<file path="config.mk">
export PLATFORM = sky130hd
export DESIGN_NAME = wb_reg_slave_flat
export DESIGN_NICKNAME = d
export VERILOG_FILES = /design/src/rtl/wb_reg_slave_if.sv /design/src/rtl/wb_reg_slave.sv /design/src/flat_wrapper.sv
export SDC_FILE = /design/constraint.sdc
export NUM_CORES = 1
export LEC_CHECK = 0
export ABC_AREA = 1
export BUFFER_PORTS_ARGS = -buffer_cell sky130_fd_sc_hd__clkbuf_2
export CORE_MARGIN = 3
export CORE_UTILIZATION = 45
export DETAILED_ROUTE_END_ITERATION = 12
export PLACE_DENSITY_LB_ADDON = 0.3
export REMOVE_ABC_BUFFERS = 1
export SLEW_MARGIN = 20
export SYNTH_ARGS = -nofsm -noshare
export SYNTH_HDL_FRONTEND = slang
export SYNTH_SLANG_ARGS = --single-unit
</file>
<file path="constraint.sdc">
create_clock -name i_wb_clk -period 3.58 [get_ports i_wb_clk]
set_clock_uncertainty 0.1 [all_clocks]
set_input_delay 0 -clock i_wb_clk [delete_from_list [all_inputs] [get_ports i_wb_clk]]
set_output_delay 0 -clock i_wb_clk [all_outputs]
set_load 0.05 [all_outputs]
</file>
<file path="src/rtl/wb_reg_slave_if.sv">
// rtl/wb_reg_slave_if.sv - host-side Wishbone signals and register-file port of wb_reg_slave
interface wb_reg_slave_if #(
    parameter int DATA_W   = 16,
    parameter int ADDR_W   = 16,
    parameter int NUM_REGS = 4
);
    localparam int IDX_W = (NUM_REGS > 1) ? $clog2(NUM_REGS) : 1;
    localparam int SEL_W = DATA_W / 8;

    logic              cyc;
    logic              stb;
    logic              we;
    logic [ADDR_W-1:0] adr;
    logic [DATA_W-1:0] wdata;
    logic [SEL_W-1:0]  sel;
    logic [DATA_W-1:0] reg_rdata;
    logic              ack;
    logic              err;
    logic [DATA_W-1:0] rdata;
    logic [IDX_W-1:0]  reg_idx;
    logic [DATA_W-1:0] reg_wdata;
    logic [SEL_W-1:0]  reg_sel;
    logic              reg_we;
    logic              reg_re;

    modport master (
        output cyc, stb, we, adr, wdata, sel, reg_rdata,
        input  ack, err, rdata, reg_idx, reg_wdata, reg_sel, reg_we, reg_re
    );

    modport slave (
        input  cyc, stb, we, adr, wdata, sel, reg_rdata,
        output ack, err, rdata, reg_idx, reg_wdata, reg_sel, reg_we, reg_re
    );
endinterface

</file>
<file path="src/rtl/wb_reg_slave.sv">
// rtl/wb_reg_slave.sv - Wishbone classic slave onto an indexed register file
// Optional macro WB_ERR_EN: bad addresses terminate with err instead of ack.
module wb_reg_slave #(
    parameter int DATA_W   = 16,
    parameter int ADDR_W   = 16,
    parameter int BASE_ADR = 0,
    parameter int NUM_REGS = 4,
    parameter int STRIDE   = 2,
    parameter int RD_LAT   = 0
) (
    input logic           i_wb_clk,
    input logic           i_wb_rst,
    wb_reg_slave_if.slave bus
);
    localparam int IDX_W = (NUM_REGS > 1) ? $clog2(NUM_REGS) : 1;
    localparam int SEL_W = DATA_W / 8;
    localparam int SH    = $clog2(STRIDE);
    localparam logic [ADDR_W:0]   BASE_X   = (ADDR_W+1)'(BASE_ADR);
    localparam logic [ADDR_W:0]   NUM_X    = (ADDR_W+1)'(NUM_REGS);
    localparam logic [ADDR_W-1:0] OFF_MASK = ADDR_W'(STRIDE - 1);

    typedef enum logic [1:0] {IDLE, RD_WAIT, RESP} state_t;

    state_t            state;
    logic [2:0]        cnt;
    logic              ack_q;
    logic [DATA_W-1:0] rdata_q;
    logic [IDX_W-1:0]  reg_idx_q;
    logic [DATA_W-1:0] reg_wdata_q;
    logic [SEL_W-1:0]  reg_sel_q;
    logic              reg_we_q;
    logic              reg_re_q;
`ifdef WB_ERR_EN
    logic              err_q;
`endif

    // The extra top bit of diff is the borrow, i.e. adr below BASE_ADR.
    logic [ADDR_W:0]   diff;
    logic [ADDR_W-1:0] off;
    logic [ADDR_W-1:0] slot;
    logic              adr_ok;

    always_comb begin
        diff   = {1'b0, bus.adr} - BASE_X;
        off    = diff[ADDR_W-1:0];
        slot   = off >> SH;
        adr_ok = !diff[ADDR_W] && ((off & OFF_MASK) == '0) && ({1'b0, slot} < NUM_X);
    end

    always_ff @(posedge i_wb_clk) begin
        if (i_wb_rst) begin
            state       <= IDLE;
            cnt         <= '0;
            ack_q       <= 1'b0;
            rdata_q     <= '0;
            reg_idx_q   <= '0;
            reg_wdata_q <= '0;
            reg_sel_q   <= '0;
            reg_we_q    <= 1'b0;
            reg_re_q    <= 1'b0;
`ifdef WB_ERR_EN
            err_q       <= 1'b0;
`endif
        end else begin
            ack_q    <= 1'b0;
            reg_we_q <= 1'b0;
            reg_re_q <= 1'b0;
`ifdef WB_ERR_EN
            err_q    <= 1'b0;
`endif
            case (state)
                IDLE: begin
                    if (bus.cyc && bus.stb) begin
                        if (adr_ok) begin
                            reg_idx_q <= IDX_W'(slot);
                            reg_sel_q <= bus.sel;
                            if (bus.we) begin
                                reg_wdata_q <= bus.wdata;
                                reg_we_q    <= 1'b1;
                                ack_q       <= 1'b1;
                                state       <= RESP;
                            end else begin
                                reg_re_q <= 1'b1;
                                cnt      <= 3'(RD_LAT);
                                state    <= RD_WAIT;
                            end
                        end else begin
`ifdef WB_ERR_EN
                            err_q <= 1'b1;
`else
                            ack_q <= 1'b1;
                            if (!bus.we) begin
                                rdata_q <= '0;
                            end
`endif
                            state <= RESP;
                        end
                    end
                end
                RD_WAIT: begin
                    // Host dropping cyc abandons the read without a termination.
                    if (!bus.cyc) begin
                        state <= IDLE;
                    end else if (cnt == 3'd0) begin
                        rdata_q <= bus.reg_rdata;
                        ack_q   <= 1'b1;
                        state   <= RESP;
                    end else begin
                        cnt <= cnt - 3'd1;
                    end
                end
                RESP:    state <= IDLE;
                default: state <= IDLE;
            endcase
        end
    end

    assign bus.ack       = ack_q;
    assign bus.rdata     = rdata_q;
    assign bus.reg_idx   = reg_idx_q;
    assign bus.reg_wdata = reg_wdata_q;
    assign bus.reg_sel   = reg_sel_q;
    assign bus.reg_we    = reg_we_q;
    assign bus.reg_re    = reg_re_q;
`ifdef WB_ERR_EN
    assign bus.err       = err_q;
`else
    assign bus.err       = 1'b0;
`endif
endmodule

</file>
<file path="src/flat_wrapper.sv">
// flat-port wrapper written by rule: the top's interface ports become plain ports
module wb_reg_slave_flat 
#(
    parameter int DATA_W   = 16,
    parameter int ADDR_W   = 16,
    parameter int BASE_ADR = 0,
    parameter int NUM_REGS = 4,
    parameter int STRIDE   = 2,
    parameter int RD_LAT   = 0
)
  (i_wb_clk, i_wb_rst, bus_cyc, bus_stb, bus_we, bus_adr, bus_wdata, bus_sel, bus_reg_rdata, bus_ack, bus_err, bus_rdata, bus_reg_idx, bus_reg_wdata, bus_reg_sel, bus_reg_we, bus_reg_re);
  wb_reg_slave_if #(.DATA_W(DATA_W), .ADDR_W(ADDR_W), .NUM_REGS(NUM_REGS)) bus_i ();
  input logic i_wb_clk;
  input logic i_wb_rst;
  input wire logic [$bits(bus_i.cyc)-1:0] bus_cyc;
  input wire logic [$bits(bus_i.stb)-1:0] bus_stb;
  input wire logic [$bits(bus_i.we)-1:0] bus_we;
  input wire logic [$bits(bus_i.adr)-1:0] bus_adr;
  input wire logic [$bits(bus_i.wdata)-1:0] bus_wdata;
  input wire logic [$bits(bus_i.sel)-1:0] bus_sel;
  input wire logic [$bits(bus_i.reg_rdata)-1:0] bus_reg_rdata;
  output wire logic [$bits(bus_i.ack)-1:0] bus_ack;
  output wire logic [$bits(bus_i.err)-1:0] bus_err;
  output wire logic [$bits(bus_i.rdata)-1:0] bus_rdata;
  output wire logic [$bits(bus_i.reg_idx)-1:0] bus_reg_idx;
  output wire logic [$bits(bus_i.reg_wdata)-1:0] bus_reg_wdata;
  output wire logic [$bits(bus_i.reg_sel)-1:0] bus_reg_sel;
  output wire logic [$bits(bus_i.reg_we)-1:0] bus_reg_we;
  output wire logic [$bits(bus_i.reg_re)-1:0] bus_reg_re;
  assign bus_i.cyc = bus_cyc;
  assign bus_i.stb = bus_stb;
  assign bus_i.we = bus_we;
  assign bus_i.adr = bus_adr;
  assign bus_i.wdata = bus_wdata;
  assign bus_i.sel = bus_sel;
  assign bus_i.reg_rdata = bus_reg_rdata;
  assign bus_ack = bus_i.ack;
  assign bus_err = bus_i.err;
  assign bus_rdata = bus_i.rdata;
  assign bus_reg_idx = bus_i.reg_idx;
  assign bus_reg_wdata = bus_i.reg_wdata;
  assign bus_reg_sel = bus_i.reg_sel;
  assign bus_reg_we = bus_i.reg_we;
  assign bus_reg_re = bus_i.reg_re;
  wb_reg_slave #(.DATA_W(DATA_W), .ADDR_W(ADDR_W), .BASE_ADR(BASE_ADR), .NUM_REGS(NUM_REGS), .STRIDE(STRIDE), .RD_LAT(RD_LAT)) u_core (.i_wb_clk(i_wb_clk), .i_wb_rst(i_wb_rst), .bus(bus_i));
endmodule
</file>
==> flow_summary.yaml <==
critical_path:
  cp.required_ns: 3.66
  criticalPathCategory: "reg -> reg"
  start_kind: "register"
  cp_slowest_cell: "nor3_4"
  worstRegToRegCells: 9
  r2r-start: "u_core.cnt[0]$_SDFFE_PP0P_"
  path_max_fanout: 32
  cp_num_buf_inv: 2
  setup.worst_path.end_class: "register"
  r2r_end: "u_core.bus.rdata[9]$_SDFFE_PP0P_"
  worstPathArrival_ns: 2.23
  cp_top_family: "simple AND/OR/NAND/NOR gates"
  max_stage_delay_ns: 0.84
  path_cells: "inv_1, ha_1, nand2_1, inv_1, nor2_2, nor3_4, nand3_1, nand2_1, nor2_1"
  rrSetupSlack_ns: 1.43
logic_synthesis:
  synth_flop_cell: "dfxtp_1"
  synth_top_area_share_pct: 44.3
  synthTopCellsByArea: "dfxtp_1 44%, nand2_1 12%, a21oi_1 9.1%, nand3_1 9.1%, nor2_1 6.8%"
  synth_common_cells: "64 x nand2_1, 44 x dfxtp_1, 36 x a21oi_1, 36 x nand3_1, 36 x nor2_1"
  syn_area_mm2: 0.00199
  ys_seq_area_share_pct: 44.3
  yosys.area.top_type: "dfxtp_1"
  synth_edf_count: 0
  synthCells: 270
  syn_avg_cell_area_um2: 7.36
  yosysMostFrequentCell: "nand2_1"
  yosysWarnings: 0
  postSynth.asyncResetShare_pct: 0
  synth-seq-cells: 44
  synth_cell_types: 26
sta:
  max_freq_ghz: 0.466
  finalCritPeriodShare_pct: 60.0
  slew_headroom_pct: 29.7
  fin_crit_ns: 2.15
  drv_slew: 0
  holdWs_ns: 0.0555
  final-hold-violation-count: 0
  finalSetupViolations: 0
  worst_pin_slew_ns: 1.05
  fin_setup_tns_ns: 0
  fin_ws_ns: 1.43
  rsz0062_at_grt: "no"
clocking:
  cts.sinks: 44
  clkLatencyLatePin_ns: 0.29
  cts_tree: "built"
  cts_resized: 0
  htreeDepth: 2
  cts_buffers: 5
  cts_buffer_depth: 2
  postCtsSetupBuffers: 0
  cts_hold_buf: 38
  root_buffer: "clkbuf_8"
  clkSlewWorstSetupHoldPaths_ns: 0.08
die:
  core_area_mm2: 0.00412
  die-width_um: 72.5
  io_pins: 95
  dieArea_mm2: 0.00525
  initial_utilization_pct: 48.3
  std_cell_rows: 23
  dieHeight_um: 72.5
grt:
  grt_pass1_wl_mm: 8.72
  grt_pass1_vias: 2037
  antenna_found_initial: 0
  track_usage_pct: 20.5
  grt_overflow: 0
  grt_max_degree: 34
route:
  wirelength_mm: 5.29
  ant_nets: 0
  wl_per_cell_um: 11.9
  wl_met3_um: 442
  wl_met2_mm: 2.56
  maxUsedRoutingLayer: "met4"
  drc_errors: 0
  first_pass_iters: 4
  drt_iter0_drc: 81
  num_vias: 2143
  met1Wirelength_mm: 2.21
  avgViaCountPerCell: 4.84
final_layout:
  finalInstanceArea_mm2: 0.00289
  nNetsFinal: 449
  antenna_cells: 0
  area_growth_pct: 45.2
  drive_above_1_share_pct: 30.5
  final_cell_count_no_fill: 443
place:
  globalplace.congestion: 0.848
  post_dp_cell_area_mm2: 0.00241
  place_worst_setup_slack_ns: 1.47
  dp.cells: 397
  place_hpwl_mm: 3.31
  port_buffers: 93
worst_hold_path:
  hp-class: "in -> reg"
  hold_depth: 5
  holdPathEnd: "u_core.bus.reg_we$_SDFF_PP0_"
  min_from: "bus_stb"
flow_run:
  cap_violations: 0
run_status:
  status: "finished clean"
pwr:
  p_per_area_mw_per_mm2: 355
  irDropWorstVdd_uv: 256
  p_leak_nw: 1.31
## layer usage
layer | vias to the layer above | track usage (%)
met2 | 81 | 37.2
met1 | 939 | 23.9
met5 | - | 0
met4 | 0 | 6.15
li1 | 1114 | -
met3 | 9 | 4.85
## per-stage QoR
step | power (mW) | utilization (%)
after floorplan | 0.626 | -
after global placement | 0.682 | 58.6
after detailed placement | 0.684 | 58.6
after CTS | 1.03 | 70.1
after global routing | 1.07 | 70.1
final | 1.02 | 70.1
## where the power goes
group / switching [mW] / internal [mW] / leakage, nW
sequential: 0.00801 / 0.504 / 0.357
combinational: 0.116 / 0.0782 / 0.906
clock: 0.162 / 0.157 / 0.0445
total: 0.286 / 0.739 / 1.31
## layout by cell type (no fill, tap or decap), types with 2 or more instances in the layout
cell type	netlist	routed
nand2_2	5	5
nor2_4	3	3
nand2_1	64	64
inv_2	2	2
inv_1	9	9
o21ai_0	4	4
nor2_2	4	4
a21oi_1	36	36
ha_1	2	2
clkbuf_2	0	93
dfxtp_1	44	44
dlygate4sd3_1	0	38
nor2_1	36	36
nand3_1	36	36
clkbuf_8	0	6
## worst reg2reg max path, cell delays in order, from the launching register on
cell     delay (ns)
dfxtp_1        0.33
inv_1          0.08
ha_1           0.15
nand2_1        0.07
inv_1          0.09
nor2_2         0.05
nor3_4         0.84
nand3_1        0.16
nand2_1        0.11
nor2_1         0.05
## final cells by class
| cell class | count | area [µm²] |
|---|---|---|
| timing repair buffer | 131 | 846 |
| clock inverter | 1 | 7.51 |
| multi-input combinational | 199 | 961 |
| tap | 50 | 62.6 |
| clock buffer | 7 | 86.3 |
| fill | 346 | 1230 |
| sequential | 44 | 881 |
| inverter | 11 | 41.3 |
## sequential cells by signal, summed over array words and instances, names as in the netlist
name,flops
u_core.bus.ack,1
u_core.bus.reg_sel,2
u_core.bus.rdata,16
u_core.bus.reg_we,1
u_core.cnt,3
u_core.state,2
u_core.bus.reg_idx,2
u_core.bus.reg_re,1
u_core.bus.reg_wdata,16
## worst max path at each step
stage	end	cells past startpoint	slack, ns	from
floorplan	u_core.bus.rdata[0]$_SDFFE_PP0P_	9	1.80	u_core.cnt[0]$_SDFFE_PP0P_
global placement	u_core.bus.rdata[6]$_SDFFE_PP0P_	9	1.56	u_core.cnt[0]$_SDFFE_PP0P_
detailed placement	u_core.bus.rdata[11]$_SDFFE_PP0P_	9	1.47	u_core.cnt[0]$_SDFFE_PP0P_
CTS	u_core.bus.rdata[11]$_SDFFE_PP0P_	9	1.42	u_core.cnt[0]$_SDFFE_PP0P_
global route	u_core.bus.rdata[7]$_SDFFE_PP0P_	9	1.21	u_core.cnt[1]$_SDFFE_PP0P_
finish	u_core.bus.rdata[9]$_SDFFE_PP0P_	9	1.43	u_core.cnt[0]$_SDFFE_PP0P_
## logic make-up after synthesis
group / synth area share [%]
AOI/OAI and AO/OA: 10.1
buffers and inverters: 7.30
other: 0.189
xor gates and xnor gates: 0.441
DFF: 44.3
and+or+nand+nor: 36.4
adders and majority gates: 1.26
Note: power is estimated with default switching activity, not from simulation.
